[config.mk]
export PLATFORM = sky130hd
export DESIGN_NAME = focus_adc_frontend_flat
export DESIGN_NICKNAME = d
export VERILOG_FILES = /design/src/rtl/focus_adc_frontend_if.sv /design/src/rtl/focus_adc_frontend.sv /design/src/flat_wrapper.sv
export SDC_FILE = /design/constraint.sdc
export NUM_CORES = 1
export LEC_CHECK = 0
export CELL_PAD_IN_SITES_DETAIL_PLACEMENT = 1
export CELL_PAD_IN_SITES_GLOBAL_PLACEMENT = 1
export CORE_UTILIZATION = 46
export CTS_CLUSTER_SIZE = 20
export DETAILED_ROUTE_END_ITERATION = 10
export GPL_TIMING_DRIVEN = 0
export PLACE_DENSITY = 0.84
export SLEW_MARGIN = 20
export SYNTH_ARGS = -nofsm -noshare
export SYNTH_HDL_FRONTEND = slang
export SYNTH_SLANG_ARGS = --single-unit
[constraint.sdc]
create_clock -name clk -period 4.41 [get_ports clk]
set_input_delay 0.6615 -clock clk [delete_from_list [all_inputs] [get_ports clk]]
set_output_delay 0.6615 -clock clk [all_outputs]
set_load 0.02 [all_outputs]
[src/rtl/focus_adc_frontend_if.sv]
// Pin and result bundle of the focus ADC front end: SPI pins toward the ADC plus
// the averaged focus error, strobe and status toward the PID core.
interface focus_adc_frontend_if;
    logic        enable;
    logic        adc_cs_n;
    logic        adc_sclk;
    logic        adc_mosi;
    logic        adc_miso;
    logic [15:0] focus_signal;
    logic        focus_valid;
    logic        sat_flag;
    logic        busy;

    modport master (
        input  enable,
        input  adc_miso,
        output adc_cs_n,
        output adc_sclk,
        output adc_mosi,
        output focus_signal,
        output focus_valid,
        output sat_flag,
        output busy
    );

    modport slave (
        output enable,
        output adc_miso,
        input  adc_cs_n,
        input  adc_sclk,
        input  adc_mosi,
        input  focus_signal,
        input  focus_valid,
        input  sat_flag,
        input  busy
    );
endinterface

[src/rtl/focus_adc_frontend.sv]
// Focus ADC front end: reads photodiode halves A and B over SPI (mode 0), forms A-B and
// box-car averages 2^AVG_LOG2 differences into a signed 16-bit focus error.
module focus_adc_frontend #(
    parameter int CLK_DIV       = 4,
    parameter int ADC_BITS      = 12,
    parameter int AVG_LOG2      = 2,
    parameter int SAMPLE_PERIOD = 5000
) (
    input  logic                 clk,
    input  logic                 reset_n,
    focus_adc_frontend_if.master bus
);
    localparam int AW  = ADC_BITS + 1 + AVG_LOG2;
    localparam int GW  = $clog2(2 * CLK_DIV);
    localparam int PW  = (SAMPLE_PERIOD > 1) ? $clog2(SAMPLE_PERIOD) : 1;
    localparam int SHL = 15 - ADC_BITS;
    localparam logic [GW-1:0]       DIV_MAX = GW'(CLK_DIV - 1);
    localparam logic [GW-1:0]       GAP_MAX = GW'(2 * CLK_DIV - 1);
    localparam logic [PW-1:0]       PER_MAX = PW'(SAMPLE_PERIOD - 1);
    localparam logic [6:0]          AVG_N   = 7'(1 << AVG_LOG2);
    localparam logic [ADC_BITS-1:0] FULL    = {ADC_BITS{1'b1}};

    typedef enum logic [2:0] {
        S_IDLE   = 3'd0,
        S_CONV_A = 3'd1,
        S_GAP    = 3'd2,
        S_CONV_B = 3'd3,
        S_ACCUM  = 3'd4,
        S_WAIT   = 3'd5
    } state_t;

    state_t                state_q, state_d;
    logic [GW-1:0]         tick_q, tick_d;
    logic [3:0]            bit_q, bit_d;
    logic                  cs_n_q, cs_n_d;
    logic                  sclk_q, sclk_d;
    logic                  mosi_q, mosi_d;
    logic [15:0]           tx_q, tx_d;
    logic [15:0]           rx_q, rx_d;
    logic [ADC_BITS-1:0]   a_q, a_d;
    logic [ADC_BITS-1:0]   b_q, b_d;
    logic signed [AW-1:0]  acc_q, acc_d;
    logic [6:0]            cnt_q, cnt_d;
    logic                  win_q, win_d;
    logic [PW-1:0]         per_q, per_d;
    logic [15:0]           focus_q, focus_d;
    logic                  valid_q, valid_d;
    logic                  sat_q, sat_d;
    logic                  busy_q, busy_d;

    logic signed [ADC_BITS:0] diff_s;
    logic signed [AW-1:0]     sum_s;
    logic signed [AW-1:0]     avg_s;
    logic [15:0]              ext_s;
    logic                     start_a_s;
    logic                     unused_s;

    // The MSB of the receive shifter falls off the end; only the low ADC_BITS are kept.
    assign unused_s = rx_q[15];

    // Next-state, SPI frame sequencing and averaging datapath.
    always_comb begin
        state_d   = state_q;
        tick_d    = tick_q;
        bit_d     = bit_q;
        cs_n_d    = cs_n_q;
        sclk_d    = sclk_q;
        mosi_d    = mosi_q;
        tx_d      = tx_q;
        rx_d      = rx_q;
        a_d       = a_q;
        b_d       = b_q;
        acc_d     = acc_q;
        cnt_d     = cnt_q;
        win_d     = win_q;
        per_d     = per_q;
        focus_d   = focus_q;
        valid_d   = 1'b0;
        sat_d     = sat_q;
        start_a_s = 1'b0;
        diff_s    = $signed({1'b0, a_q}) - $signed({1'b0, b_q});
        sum_s     = acc_q + AW'(diff_s);
        avg_s     = sum_s >>> AVG_LOG2;
        ext_s     = 16'(avg_s);

        case (state_q)
            S_IDLE: begin
                if (bus.enable) begin
                    start_a_s = 1'b1;
                end else begin
                    state_d = S_IDLE;
                end
            end
            S_CONV_A, S_CONV_B: begin
                if (tick_q == DIV_MAX) begin
                    tick_d = '0;
                    sclk_d = ~sclk_q;
                    if (!sclk_q) begin
                        rx_d = {rx_q[14:0], bus.adc_miso};
                    end else if (bit_q == 4'd15) begin
                        // 16th falling edge closes the frame; the last bit was taken on the prior rise.
                        cs_n_d = 1'b1;
                        mosi_d = 1'b0;
                        bit_d  = 4'd0;
                        if (state_q == S_CONV_A) begin
                            a_d     = rx_q[ADC_BITS-1:0];
                            state_d = S_GAP;
                        end else begin
                            b_d     = rx_q[ADC_BITS-1:0];
                            state_d = S_ACCUM;
                        end
                    end else begin
                        bit_d  = bit_q + 4'd1;
                        mosi_d = tx_q[15];
                        tx_d   = {tx_q[14:0], 1'b0};
                    end
                end else begin
                    tick_d = tick_q + GW'(1);
                end
            end
            S_GAP: begin
                if (tick_q == GAP_MAX) begin
                    tick_d  = '0;
                    bit_d   = 4'd0;
                    state_d = S_CONV_B;
                    cs_n_d  = 1'b0;
                    mosi_d  = 1'b1;
                    tx_d    = 16'h8000;
                end else begin
                    tick_d = tick_q + GW'(1);
                end
            end
            S_ACCUM: begin
                acc_d = sum_s;
                win_d = win_q | (a_q == FULL) | (b_q == FULL);
                cnt_d = cnt_q + 7'd1;
                if ((cnt_q + 7'd1) == AVG_N) begin
                    focus_d = ext_s << SHL;
                    sat_d   = win_d;
                    valid_d = 1'b1;
                    acc_d   = '0;
                    cnt_d   = 7'd0;
                    win_d   = 1'b0;
                end else begin
                    valid_d = 1'b0;
                end
                if (!bus.enable) begin
                    // A disable drops the partial window so the next run starts clean.
                    state_d = S_IDLE;
                    acc_d   = '0;
                    cnt_d   = 7'd0;
                    win_d   = 1'b0;
                end else if (per_q == PER_MAX) begin
                    start_a_s = 1'b1;
                end else begin
                    state_d = S_WAIT;
                end
            end
            S_WAIT: begin
                if (!bus.enable) begin
                    state_d = S_IDLE;
                    acc_d   = '0;
                    cnt_d   = 7'd0;
                    win_d   = 1'b0;
                end else if (per_q == PER_MAX) begin
                    start_a_s = 1'b1;
                end else begin
                    state_d = S_WAIT;
                end
            end
            default: begin
                state_d = S_IDLE;
                cs_n_d  = 1'b1;
                sclk_d  = 1'b0;
                mosi_d  = 1'b0;
            end
        endcase

        // Period counter restarts with each A frame and parks at its terminal count.
        if (start_a_s) begin
            state_d = S_CONV_A;
            per_d   = '0;
            tick_d  = '0;
            bit_d   = 4'd0;
            cs_n_d  = 1'b0;
            sclk_d  = 1'b0;
            mosi_d  = 1'b1;
            tx_d    = 16'h0000;
        end else if (per_q != PER_MAX) begin
            per_d = per_q + PW'(1);
        end else begin
            per_d = per_q;
        end

        busy_d = (state_d != S_IDLE);
    end

    // State and output registers; reset abandons any frame in flight.
    always_ff @(posedge clk) begin
        if (!reset_n) begin
            state_q <= S_IDLE;
            tick_q  <= '0;
            bit_q   <= 4'd0;
            cs_n_q  <= 1'b1;
            sclk_q  <= 1'b0;
            mosi_q  <= 1'b0;
            tx_q    <= 16'h0000;
            rx_q    <= 16'h0000;
            a_q     <= '0;
            b_q     <= '0;
            acc_q   <= '0;
            cnt_q   <= 7'd0;
            win_q   <= 1'b0;
            per_q   <= '0;
            focus_q <= 16'h0000;
            valid_q <= 1'b0;
            sat_q   <= 1'b0;
            busy_q  <= 1'b0;
        end else begin
            state_q <= state_d;
            tick_q  <= tick_d;
            bit_q   <= bit_d;
            cs_n_q  <= cs_n_d;
            sclk_q  <= sclk_d;
            mosi_q  <= mosi_d;
            tx_q    <= tx_d;
            rx_q    <= rx_d;
            a_q     <= a_d;
            b_q     <= b_d;
            acc_q   <= acc_d;
            cnt_q   <= cnt_d;
            win_q   <= win_d;
            per_q   <= per_d;
            focus_q <= focus_d;
            valid_q <= valid_d;
            sat_q   <= sat_d;
            busy_q  <= busy_d;
        end
    end

    assign bus.adc_cs_n     = cs_n_q;
    assign bus.adc_sclk     = sclk_q;
    assign bus.adc_mosi     = mosi_q;
    assign bus.focus_signal = focus_q;
    assign bus.focus_valid  = valid_q;
    assign bus.sat_flag     = sat_q;
    assign bus.busy         = busy_q;
endmodule

[src/flat_wrapper.sv]
// flat-port wrapper written by rule: the top's interface ports become plain ports
module focus_adc_frontend_flat 
#(
    parameter int CLK_DIV       = 4,
    parameter int ADC_BITS      = 12,
    parameter int AVG_LOG2      = 2,
    parameter int SAMPLE_PERIOD = 5000
)
  (clk, reset_n, bus_enable, bus_adc_miso, bus_adc_cs_n, bus_adc_sclk, bus_adc_mosi, bus_focus_signal, bus_focus_valid, bus_sat_flag, bus_busy);
  focus_adc_frontend_if bus_i ();
  input  logic clk;
  input  logic reset_n;
  input wire logic [$bits(bus_i.enable)-1:0] bus_enable;
  input wire logic [$bits(bus_i.adc_miso)-1:0] bus_adc_miso;
  output wire logic [$bits(bus_i.adc_cs_n)-1:0] bus_adc_cs_n;
  output wire logic [$bits(bus_i.adc_sclk)-1:0] bus_adc_sclk;
  output wire logic [$bits(bus_i.adc_mosi)-1:0] bus_adc_mosi;
  output wire logic [$bits(bus_i.focus_signal)-1:0] bus_focus_signal;
  output wire logic [$bits(bus_i.focus_valid)-1:0] bus_focus_valid;
  output wire logic [$bits(bus_i.sat_flag)-1:0] bus_sat_flag;
  output wire logic [$bits(bus_i.busy)-1:0] bus_busy;
  assign bus_i.enable = bus_enable;
  assign bus_i.adc_miso = bus_adc_miso;
  assign bus_adc_cs_n = bus_i.adc_cs_n;
  assign bus_adc_sclk = bus_i.adc_sclk;
  assign bus_adc_mosi = bus_i.adc_mosi;
  assign bus_focus_signal = bus_i.focus_signal;
  assign bus_focus_valid = bus_i.focus_valid;
  assign bus_sat_flag = bus_i.sat_flag;
  assign bus_busy = bus_i.busy;
  focus_adc_frontend #(.CLK_DIV(CLK_DIV), .ADC_BITS(ADC_BITS), .AVG_LOG2(AVG_LOG2), .SAMPLE_PERIOD(SAMPLE_PERIOD)) u_core (.clk(clk), .reset_n(reset_n), .bus(bus_i));
endmodule
Word-level counts from Yosys, hierarchy flattened
Cells that the tools add are included.
Word-level totals
  register bits after elaboration: 117
  output and inout bits: 22
  word-level logic and storage cells: 127
Operators by class
  reductions and logical operators: 20
  multiplexer cells: 54
  eq/ne operators: 23
  $add $sub $neg: 6
  bitwise gates (word level): 6
Operator list (number)
  two-way mux 16 bit: 4
  two-way mux 15 bit: 3
  two-way mux 3 bit: 11
  one-hot mux 16 bit (2 select lines): 1
  one-hot mux 15 bit (2 select lines): 1
  == test 12 bit, second input constant: 2
  two-way mux 7 bit: 3
  AND reduction 5 bit: 4
  two-way mux 1 bit: 18
  two-way mux 4 bit: 4
  adder 15 x 13 -> 15 bit: 1
  one-hot mux 7 bit (2 select lines): 1
  adder 13 x 1 -> 13 bit, second input constant: 1
  == test 13 bit, second input constant: 1
  inequality test 13 bit, second input constant: 1
  subtractor 12 x 12 -> 13 bit: 1
  inequality test 3 x 1 -> 1 bit, second input constant: 4
  one-hot mux 3 bit (4 select lines): 1
  == test 3 x 2 -> 1 bit, second input constant: 3
  == test 3 bit, second input constant: 3
  inequality test 2 x 1 -> 1 bit, second input constant: 4
  one-hot mux 4 bit (2 select lines): 1
  AND reduction 2 bit: 4
  AND reduction 4 bit: 2
  19 further kinds: 30

Logic depth before layout (Yosys ltp)
  depth in word-level cells: 8
  gate-level depth with buffers: 18
  depth with buffers taken out: 18

Worst setup path after synthesis
OpenSTA, ideal clock, no wires.
  kind: reg2reg
  start point: register u_core.a_q[0]
  end point: register u_core.acc_q[14]
  arrival: 3302 ps
  cell stages (with the launch flop): 19
  period minus slack after synthesis: 3376 ps
  library setup time: 74 ps
  slack: 1034 ps
  buffers on the path: 0
  path through: dfxtp_1 -> inv_1 -> ha_1 -> fa_1 -> nor2b_1 -> o211ai_1 -> a21boi_1 -> o21ba_2 -> o21a_1 -> nor2_1 -> xnor2_1 -> ha_1 -> o21ai_0 -> nand2_1 -> a311oi_1 -> a31o_2 -> nand3_1 -> a211o_1 -> a31oi_1
Between the ends
  cells in the longest elaborated chain, start to end: 5
RTL lines
  start: declaration: line focus_adc_frontend.sv:40  | logic [ADC_BITS-1:0] a_q, a_d;
  start signal: assignment: line focus_adc_frontend.sv:209  | a_q <= '0;
  start signal: assignment: line focus_adc_frontend.sv:228  | a_q <= a_d;
  subtractor 12 x 12 -> 13 bit: line focus_adc_frontend.sv:81  | diff_s = $signed({1'b0, a_q}) - $signed({1'b0, b_q});
  adder 15 x 13 -> 15 bit: line focus_adc_frontend.sv:82  | sum_s = acc_q + AW'(diff_s);
  two-way mux 15 bit: line focus_adc_frontend.sv:137  | if ((cnt_q + 7'd1) == AVG_N) begin
  two-way mux 15 bit: line focus_adc_frontend.sv:147  | if (!bus.enable) begin
  one-hot mux 15 bit (2 select lines): line focus_adc_frontend.sv:86  | case (state_q)
  end signal: assignment: line focus_adc_frontend.sv:211  | acc_q <= '0;
  end signal: assignment: line focus_adc_frontend.sv:230  | acc_q <= acc_d;
  end: declaration: line focus_adc_frontend.sv:42  | logic signed [AW-1:0] acc_q, acc_d;
No other way between the ends.
A chain may end at the register's enable or synchronous reset.

Worst setup path after layout
Ends and elaborated chain as after synthesis.

==> metrics.txt <==
drt pass-1 iters=9; Synth Area in Simple Gates=roughly 23%; Core Area=roughly 12000 sq um; H-tree depth=3; Crit path buffers/inverters=1; total wire length=14900 microns; crit-path cells=inv_1, ha_1, fa_1, nor2b_1, o211ai_1, a21boi_1, o21ba_2, o21a_1, nor2_1, xnor2_1, ha_1, o21ai_0, nand2_1, a311oi_1, a31o_2, nand3_1, a211o_1, a31oi_1; actual slew at the worst max-slew pin=just under 700 ps; hold path depth=2; cell area after synthesis=approximately 5600 sq um; count of state elements after synthesis=roughly 100; routed len/inst=about 18 microns; CTS tree=done; WHS Endpoint=u_core.bus.focus_signal[3]$_SDFFE_PN0P_; final setup vio count=0; Slew HR=between 50 and 60%; # DRC=2; postcts setup bufs=0; Die Y=between 100 and 150 microns; global route overflow=0; Setup Crit Path Kind=reg2reg; Vias/cell=approximately 5.7; Power Dens Cells=approximately 290 nW/um^2; Hold Path Origin=u_core.bus.focus_signal[3]$_SDFFE_PN0P_; GPL Wtd Cong=slightly below 0.9; diode count=0; FMAX=between 200 and 300 MHz; slowest stage delay, CP=roughly 410 ps; register area share after synthesis=between 30% and 40%; Post-DP HPWL=11100 microns; synth warn=0; die area=12600 sq um; CTS Hold Bufs=0; starting density of the core=around 48%; Hold Path Class=reg2reg; Final Critical Period=approximately 4000 ps; R2R cell count=18; Avg Inst Size Synth=around 8.5 sq um; CTS Root Cell=clkbuf_16; EDFF count, synth=0; Final Hold Fails=0; status=complete, but fails checks; antenna violations before repair=0; Setup TNS=0 ps; r2r endpoint=u_core.acc_q[14]$_SDFFE_PN0P_; critical path arrival=~4300 ps; multi-input logic area=around 3300 sq um; DR vias=just under 5000; async set-reset flop share out of synthesis=0%; cell family with most CP delay=compound AO/OA/AOI/OAI gates; CP most frequent cell=ha_1; Worst Path Required=roughly 4700 ps; Tcrit/Tclk final=between 90% and 100%; slowest library cell on the worst path=fa_1; first-pass GRT wire length=25200 microns; VDD IR max=between 0.15 and 0.2 mV; FF-to-FF setup slack=430 ps; Total Routing Usage GR=between 20 and 30%; mux contribution to synthesized area=6.64%; total I/O pin count=26; Num CTS Buffers=9; vias in the first global route=roughly 5200; Clock Path Buffers=2; XOR/XNOR Fraction of Synth Area=roughly 5.5%; clock-pin slew on the worst setup and hold paths=roughly 80 ps; register area=between 2000 and 2500 sq um; layout cells sized above 1=6.74%; Clock Latency Late Sink=360 ps; crit start category=register; compound-cell area share of the yosys netlist=between 10% and 20%; Setup crit end kind=register; Slew Limit Fails=0; ys flop type=dfxtp_1; PortBufs=22; largest family of logic cells by synthesized area=simple AND/OR/NAND/NOR gates; crit-path max FO=5; Final Skew=slightly above 8 ps; die width=approximately 110 microns; P_leak=approximately 2.4 nW; number of max-cap violations=0; largest net degree at the start of global routing=21; num rows=39; Adder-Cell Fraction of Synth Area=roughly 8.8%; Placed Area=6000 sq um; synth-to-layout area growth=13.1%; crit path launch=u_core.a_q[0]$_SDFFE_PN0P_; Initial DRC Count=171; unrepaired setup endpoints after global routing=no; clk sinks=102; worst r2r src=u_core.a_q[0]$_SDFFE_PN0P_; NumNets Final=734; post-route ant nets=0; Final Cell Area=6320 sq um; Resized Gates After CTS=0; Layout fillers=between 1000 and 1500; synthesized instance count=roughly 660; Cell variety after synth=between 60 and 70; failing checks=DRC
## how the worst max path moves through the flow
stage / depth (start not counted) / to / slack, ps
2_1_floorplan: 18 / u_core.acc_q[14]$_SDFFE_PN0P_ / 1030
3_3_place_gp: 18 / u_core.acc_q[14]$_SDFFE_PN0P_ / 630
3_5_place_dp: 18 / u_core.acc_q[14]$_SDFFE_PN0P_ / 540
4_1_cts: 18 / u_core.acc_q[14]$_SDFFE_PN0P_ / 470
5_1_grt: 18 / u_core.acc_q[14]$_SDFFE_PN0P_ / 140
6_report: 18 / u_core.acc_q[14]$_SDFFE_PN0P_ / 430
## final cells by class
cell class / count / share of cell area [%]
multi-input cells: 503 / 52.2
flip-flops and latches: 102 / 32.3
clock buffers: 9 / 3.56
repair buffers: 22 / 3.48
well taps: 143 / 2.83
plain buffers: 26 / 2.39
inverters: 28 / 1.66
clock inverters: 7 / 1.58
## routing by layer
metal	share of wire [%]	track usage, %	vias to the layer above
met1	42	27.9	2374
met3	2.4	4.75	25
met4	1.8	7.91	0
met5	0	0	-
li1	-	-	2336
met2	54	48.7	70
## worst reg2reg max path: cells and delay by family (launching register included)
family | cells | cell delay (ps)
buffers and inverters | 1 | 50
AND/OR/NAND/NOR | 4 | 480
flip-flops | 1 | 360
AO/OA/AOI/OAI | 9 | 1920
adder cells (fa/ha/maj) | 3 | 970
XOR/XNOR | 1 | 130
## cells by family after synthesis
family | Yosys count
fa+ha+maj | 38
other cells | 1
flops | 102
mux | 37
xor+xnor | 35
buf+inv | 54
compound gates | 134
simple gates | 256
## cell usage in the layout (no fill, tap or decap), types with 5 or more instances in the layout
cell             instances
xor2_1                  15
xnor2_1                 20
o211ai_1                 6
and2_1                   7
nand2b_1                 9
a211oi_1                 6
dfxtp_1                102
nor2_1                  87
o21ai_0                 21
clkbuf_16                9
a22oi_1                 13
nor2b_1                 32
ha_1                    36
a21oi_1                 44
buf_4                    5
inv_1                   27
or3_1                    5
nand3_1                 12
mux2i_1                 36
clkdlybuf4s50_1         22
nand2_1                 57
nand4_1                 10
a21boi_0                 7
clkbuf_1                13
nor3_1                  11
nand3b_1                 5
a21o_1                   8
a31o_2                   5
## where the power goes
group          switching (mW)  total, mW  internal (mW)
Clock                   0.411      0.873          0.463
Combinational          0.0386     0.0628         0.0242
Sequential            0.00425      0.929          0.925
Total                   0.453       1.87           1.41
## synthesized netlist by cell type (3+ instances only)
master | instances | area (sq um)
dfxtp_1 | 102 | 2040
nor2_1 | 87 | 327
nand2_1 | 57 | 214
a21oi_1 | 44 | 220
ha_1 | 36 | 450
mux2i_1 | 36 | 360
nor2b_1 | 32 | 200
inv_1 | 27 | 101
o21ai_0 | 21 | 105
xnor2_1 | 20 | 175
xor2_1 | 15 | 131
a22oi_1 | 13 | 97.6
clkbuf_1 | 13 | 48.8
nand3_1 | 12 | 60.1
nor3_1 | 11 | 55.1
nand4_1 | 10 | 62.6
nand2b_1 | 9 | 56.3
a21o_1 | 8 | 60.1
a21boi_0 | 7 | 52.6
and2_1 | 7 | 43.8
a211oi_1 | 6 | 45.0
o211ai_1 | 6 | 45.0
a31o_2 | 5 | 43.8
buf_4 | 5 | 37.5
nand3b_1 | 5 | 37.5
or3_1 | 5 | 31.3
a31oi_1 | 4 | 25.0
buf_2 | 4 | 20.0
nor3b_1 | 4 | 30.0
o21a_1 | 4 | 30.0
a2bb2oi_1 | 3 | 26.3
and3_1 | 3 | 18.8
or2_2 | 3 | 18.8
## sequential cells by signal, summed over array words and instances, names as in the netlist
signal / count
u_core.bus.sat_flag: 1
u_core.per_q: 13
u_core.bus.busy: 1
u_core.bus.focus_valid: 1
u_core.tx_q: 1
u_core.b_q: 12
u_core.win_q: 1
u_core.state_q: 3
u_core.bus.adc_mosi: 1
u_core.rx_q: 12
u_core.bus.focus_signal: 13
u_core.bus.adc_cs_n: 1
u_core.bit_q: 4
u_core.cnt_q: 7
u_core.acc_q: 15
u_core.bus.adc_sclk: 1
u_core.tick_q: 3
u_core.a_q: 12
## metrics by stage
stage	hold WS [ps]	utilization [%]	total power, mW	worst slack (ps)	std cells
detailed placement	480	51.7	1.01	542	824
CTS	494	54.5	1.88	471	840
global route	525	54.5	1.92	145	840
finish	497	54.5	1.87	428	840
floorplan	446	-	0.990	1030	659
global placement	461	51.7	1.01	635	824
(Power assumes the default switching activity.)
